### src/rtl/sseg_mux_n.sv
// sseg_mux_n: N-digit multiplexed seven-segment driver with hex decode, LZB and PWM.
// Display data is double-buffered; the shadow copy is committed only at frame boundaries.
module sseg_mux_n #(
  parameter int NUM_DIGITS    = 4,
  parameter int PRESCALE_BITS = 16
) (
  input  logic                    clk,
  input  logic                    reset_n,
  input  logic                    load,
  input  logic [4*NUM_DIGITS-1:0] hex_in,
  input  logic [NUM_DIGITS-1:0]   dp_in,
  input  logic                    lzb_en,
  input  logic [3:0]              bright,
  output logic [NUM_DIGITS-1:0]   an,
  output logic [7:0]              sseg,
  output logic                    frame_tick
);
  localparam int IW = $clog2(NUM_DIGITS);
  localparam logic [IW-1:0] LAST = IW'(NUM_DIGITS - 1);
  localparam logic [16*7-1:0] SEG_LUT = {
    7'h0E, 7'h06, 7'h21, 7'h46, 7'h03, 7'h08, 7'h10, 7'h00,
    7'h78, 7'h02, 7'h12, 7'h19, 7'h30, 7'h24, 7'h79, 7'h40
  };
  logic [PRESCALE_BITS-1:0] presc_q, presc_d;
  logic [IW-1:0]            idx_q, idx_d;
  logic [4*NUM_DIGITS-1:0]  pend_hex_q, pend_hex_d, shad_hex_q, shad_hex_d;
  logic [NUM_DIGITS-1:0]    pend_dp_q, pend_dp_d, shad_dp_q, shad_dp_d;
  logic [NUM_DIGITS-1:0]    an_q, an_d;
  logic [7:0]               sseg_q, sseg_d;
  logic                     tick_q, tick_d;
  logic                     slot_end, frame_end, on;
  logic [3:0]               nib;
  logic [NUM_DIGITS-1:0]    lead;
  // lead[g]: digit g and everything to its left is a zero with no decimal point
  assign lead[0] = 1'b0;
  for (genvar g = 1; g < NUM_DIGITS; g++) begin : g_lead
    assign lead[g] = shad_hex_q[4*NUM_DIGITS-1:4*g] == '0 && shad_dp_q[NUM_DIGITS-1:g] == '0;
  end
  always_comb begin
    slot_end   = &presc_q;
    frame_end  = slot_end && idx_q == LAST;
    presc_d    = presc_q + 1'b1;
    idx_d      = slot_end ? (idx_q == LAST ? '0 : idx_q + 1'b1) : idx_q;
    pend_hex_d = load ? hex_in : pend_hex_q;
    pend_dp_d  = load ? dp_in : pend_dp_q;
    shad_hex_d = frame_end ? pend_hex_d : shad_hex_q;
    shad_dp_d  = frame_end ? pend_dp_d : shad_dp_q;
    tick_d     = frame_end;
    nib        = shad_hex_q[4*idx_q +: 4];
    on         = presc_q[PRESCALE_BITS-1 -: 4] <= bright && !(lzb_en && lead[idx_q]);
    an_d       = on ? ~(NUM_DIGITS'(1) << idx_q) : '1;
    sseg_d     = on ? {~shad_dp_q[idx_q], SEG_LUT[7*nib +: 7]} : 8'hFF;
  end
  always_ff @(posedge clk or negedge reset_n) begin
    if (!reset_n) begin
      presc_q    <= '0;
      idx_q      <= '0;
      pend_hex_q <= '0;
      pend_dp_q  <= '0;
      shad_hex_q <= '0;
      shad_dp_q  <= '0;
      an_q       <= '1;
      sseg_q     <= 8'hFF;
      tick_q     <= 1'b0;
    end else begin
      presc_q    <= presc_d;
      idx_q      <= idx_d;
      pend_hex_q <= pend_hex_d;
      pend_dp_q  <= pend_dp_d;
      shad_hex_q <= shad_hex_d;
      shad_dp_q  <= shad_dp_d;
      an_q       <= an_d;
      sseg_q     <= sseg_d;
      tick_q     <= tick_d;
    end
  end
  assign an         = an_q;
  assign sseg       = sseg_q;
  assign frame_tick = tick_q;
endmodule
### config.mk
export PLATFORM = sky130hd
export DESIGN_NAME = sseg_mux_n
export DESIGN_NICKNAME = d
export VERILOG_FILES = /design/src/rtl/sseg_mux_n.sv
export SDC_FILE = /design/constraint.sdc
export NUM_CORES = 1
export LEC_CHECK = 0
export ABC_AREA = 1
export BUFFER_PORTS_ARGS = -buffer_cell sky130_fd_sc_hd__buf_2
export CORE_ASPECT_RATIO = 1.2
export CORE_MARGIN = 8
export CORE_UTILIZATION = 30
export CTS_CLUSTER_DIAMETER = 150
export DETAILED_ROUTE_END_ITERATION = 16
export SLEW_MARGIN = 10
export SYNTH_ARGS = -nofsm -noshare
export SYNTH_HDL_FRONTEND = slang
export SYNTH_SLANG_ARGS = --single-unit
export TNS_END_PERCENT = 50
### constraint.sdc
create_clock -name clk -period 1.7 [get_ports clk]
set_input_delay 0.34 -clock clk [delete_from_list [all_inputs] [get_ports clk]]
set_output_delay 0.34 -clock clk [all_outputs]
set_load 0.02 [all_outputs]
==> results.py <==
metrics = {
    "layout": {
        "multiInputGateArea_mm2": 0.001444,
        "final_common_cell": "nand2_1",
        "postLayoutCoreUtil_pct": 37.88,
        "area_growth_pct": 22.83,
        "finalNonFillerCells": 552,
        "drive_gt1_share_pct": 28.57,
        "final.fill_count": 1094,
        "final_cell_mix": "99 x nand2_1, 59 x dfrtp_1, 51 x nand3_1",
        "antenna_cells": 0,
        "final_nets": 458,
        "final-seq-area_mm2": 0.001792,
    },
    "timing": {
        "period_minus_slack_ns": 1.599,
        "hold_violations": 0,
        "period_share_pct": 94.04,
        "slew_headroom_pct": 66.17,
        "rsz0062_at_grt": "no",
        "setup_violations": 0,
        "skew_ns": 0.009417,
        "worst_pin_slew_ns": 0.5074,
        "max_freq_mhz": 625.5,
        "worst_hold_slack_ns": 0.2553,
        "finalMaxSlewViolations": 0,
        "fin_setup_tns_ns": 0,
    },
    "grt": {
        "grt_pass1_wl_mm": 12.26,
        "grt_pass1_vias": 2621,
        "grtUsageTotal_pct": 10.28,
        "grt_antenna_before_repair": 0,
        "grt_overflow": 0,
        "grt_max_degree": 30,
    },
    "pwr": {
        "p_sw_uw": 828.6,
        "swShare_pct": 21.84,
        "p_seq_share_pct": 46.3,
        "peakVddDrop_v": 0.0004544,
        "intPower_mw": 2.966,
        "pwr-share-clk_pct": 48.9,
        "cellPowerDensity_mw_per_mm2": 907.7,
        "pwr-share-comb_pct": 4.8,
        "p_leak_nw": 2.102,
    },
    "clock_network": {
        "cts_tree": "built",
        "numCtsBuffers": 9,
        "clk_pin_slew_worst_paths_ns": 0.06,
        "clock_sinks": 71,
        "worstSkewPairLatency_ns": 0.34,
        "ctsHtreeMaxLevel": 3,
        "clk_path_buf_depth": 2,
        "clockRootBuffer": "clkbuf_16",
    },
    "synthesis": {
        "synth-main-ff-cell": "dfrtp_1",
        "synth-compound-area-share_pct": 1.250,
        "synth.cell_area_mm2": 0.003403,
        "synthAdderAreaFrac_pct": 5.515,
        "yosysUniqueCellTypes": 27,
        "synth_edf_count": 0,
        "synthSimpleGateAreaFrac_pct": 25.29,
        "synthMuxAreaShare_pct": 6.618,
        "syn_avg_cell_area_um2": 9.587,
        "synth-seq-cells": 71,
        "ys_seq_area_share_pct": 52.65,
        "synth_nets": 398,
        "async_flop_share_pct": 100.0,
        "synth_xor_area_share_pct": 3.603,
        "synth_top_family_by_area": "simple AND/OR/NAND/NOR gates",
        "netlist_instances": 355,
        "ys_warn_count": 0,
    },
    "die": {
        "initial_core_util_pct": 30.84,
        "core_area_mm2": 0.01104,
        "die_x_um": 113.2,
        "dieArea_mm2": 0.01502,
        "die_y_um": 132.7,
        "ioPinCount": 41,
        "num_rows": 42,
    },
    "critical_path": {
        "start_kind": "flip-flop",
        "cp-end-kind": "flip-flop",
        "cp_max_fo": 6,
        "crit_arrival_ns": 1.86,
        "crit_type": "reg -> reg",
        "worstPathRequired_ns": 1.96,
    },
    "placement": {
        "portBuffers": 40,
        "dpl.hpwl_mm": 5.392,
        "post-place-cells": 531,
        "gp_congestion": 0.8910,
    },
    "routing": {
        "wl_mm": 7.067,
        "drt-vias-per-instance": 4.589,
        "post_drt_wl_per_cell_um": 12.80,
        "drtPass1Iterations": 5,
        "drc": 0,
        "vias": 2533,
        "dr.first_iter.drc_count": 114,
        "ant_nets": 0,
    },
    "status": {
        "status": "complete, no violations",
    },
    "worst_hold_path": {
        "hold_class": "in -> reg",
    },
    "flow_run": {
        "maxCapViolCount": 0,
    },
}
Yosys cell counts, types with 2 or more instances:
| master | count | area share [%] |
|---|---|---|
| mux2_2 | 20 | 6.6 |
| inv_1 | 23 | 2.5 |
| xor2_1 | 9 | 2.3 |
| a21oi_1 | 2 | 0.29 |
| ha_1 | 15 | 5.5 |
| nand2_1 | 101 | 11 |
| nand4_1 | 5 | 0.92 |
| dfstp_2 | 12 | 9.3 |
| inv_2 | 3 | 0.33 |
| nand3_1 | 51 | 7.5 |
| nor3_1 | 2 | 0.29 |
| nand2_4 | 2 | 0.66 |
| dfrtp_1 | 59 | 43 |
| nor2_1 | 22 | 2.4 |
| buf_6 | 4 | 1.3 |
| xnor2_1 | 5 | 1.3 |
| buf_2 | 6 | 0.88 |
| o21ai_0 | 5 | 0.74 |
layout make-up:
class | instances | area share (%)
Clock buffer | 9 | 5.388
Multi-Input combinational cell | 248 | 34.54
Clock inverter | 7 | 1.706
Sequential cell | 71 | 42.86
Timing Repair Buffer | 59 | 9.159
Inverter | 26 | 2.394
Tap cell | 132 | 3.951
final timing paths:
path	from	endpoint	slack, ns	depth (start not counted)
min in group asynchronous	reset_n	pend_hex_q[6]	0.51	2
min	hex_in[4]	pend_hex_q[4]	0.26	2
min reg2reg	presc_q[0]	presc_q[0]	0.44	1
max	idx_q[0]	sseg[1]	0.10	10
max in group asynchronous	reset_n	sseg[1]	0.61	3
max reg2reg	idx_q[0]	sseg[1]	0.10	10
logic make-up (layout without fill, tap and decap cells):
kind of cell | count (synthesis) | count (layout)
XOR/XNOR | 14 | 14
AND/OR/NAND/NOR | 191 | 191
adder cells (fa/ha/maj) | 15 | 15
buffers and inverters | 36 | 101
flip-flops | 71 | 71
multiplexers | 20 | 20
AO/OA/AOI/OAI | 8 | 8
routing by layer:
layer	GRT usage, %	wire [um]	vias to the layer above
met5	0	0	-
met4	4.748	139	0
met3	3.869	385	14
met2	17.03	3560	50
met1	11.40	2982	1206
li1	-	-	1263
metrics by stage:
| step | setup WS [ns] | area [um^2] | total power [mW] |
|---|---|---|---|
| 2_1_floorplan | 0.1570 | 3403 | 1.867 |
| 3_3_place_gp | 0.1043 | 3836 | 1.967 |
| 3_5_place_dp | 0.08109 | 3836 | 1.973 |
| 4_1_cts | 0.05131 | 4143 | 3.860 |
| 5_1_grt | 0.003750 | 4180 | 3.964 |
| 6_report | 0.1013 | 4180 | 3.795 |
state kept, by name, summed over array words and instances (netlist names):
register,cells
shad_hex_q,16
an,4
shad_dp_q,4
presc_q,16
pend_hex_q,16
sseg,8
pend_dp_q,4
idx_q,2
frame_tick,1
critical path: stages, from the launching register on:
cell     delay, ns
dfrtp_1       0.41
buf_4         0.17
nand2_1       0.05
nand3_1       0.09
nand2_2       0.08
buf_4         0.14
ha_1          0.27
nand3_1       0.11
nor2_1        0.05
nor2_1        0.09
nand2_1       0.05
what timing repair did:
| action | CTS | global route |
|---|---|---|
| hold endpoints to repair | 18 | 0 |
| endpoints found under the setup margin | 0 | 5 |
| resized for setup | 0 | 4 |
| buffers inserted | 0 | 4 |
| hold buffers | 1 | 0 |
power by group through the flow:
stage | logic [mW] | registers (mW) | clock network (mW)
after floorplan | 0.0793 | 1.79 | 0
after global placement | 0.183 | 1.78 | 0
after detailed placement | 0.187 | 1.79 | 0
after CTS | 0.189 | 1.76 | 1.91
after global routing | 0.206 | 1.76 | 2.00
final | 0.182 | 1.76 | 1.86
Power figures use the tool's default switching activity.
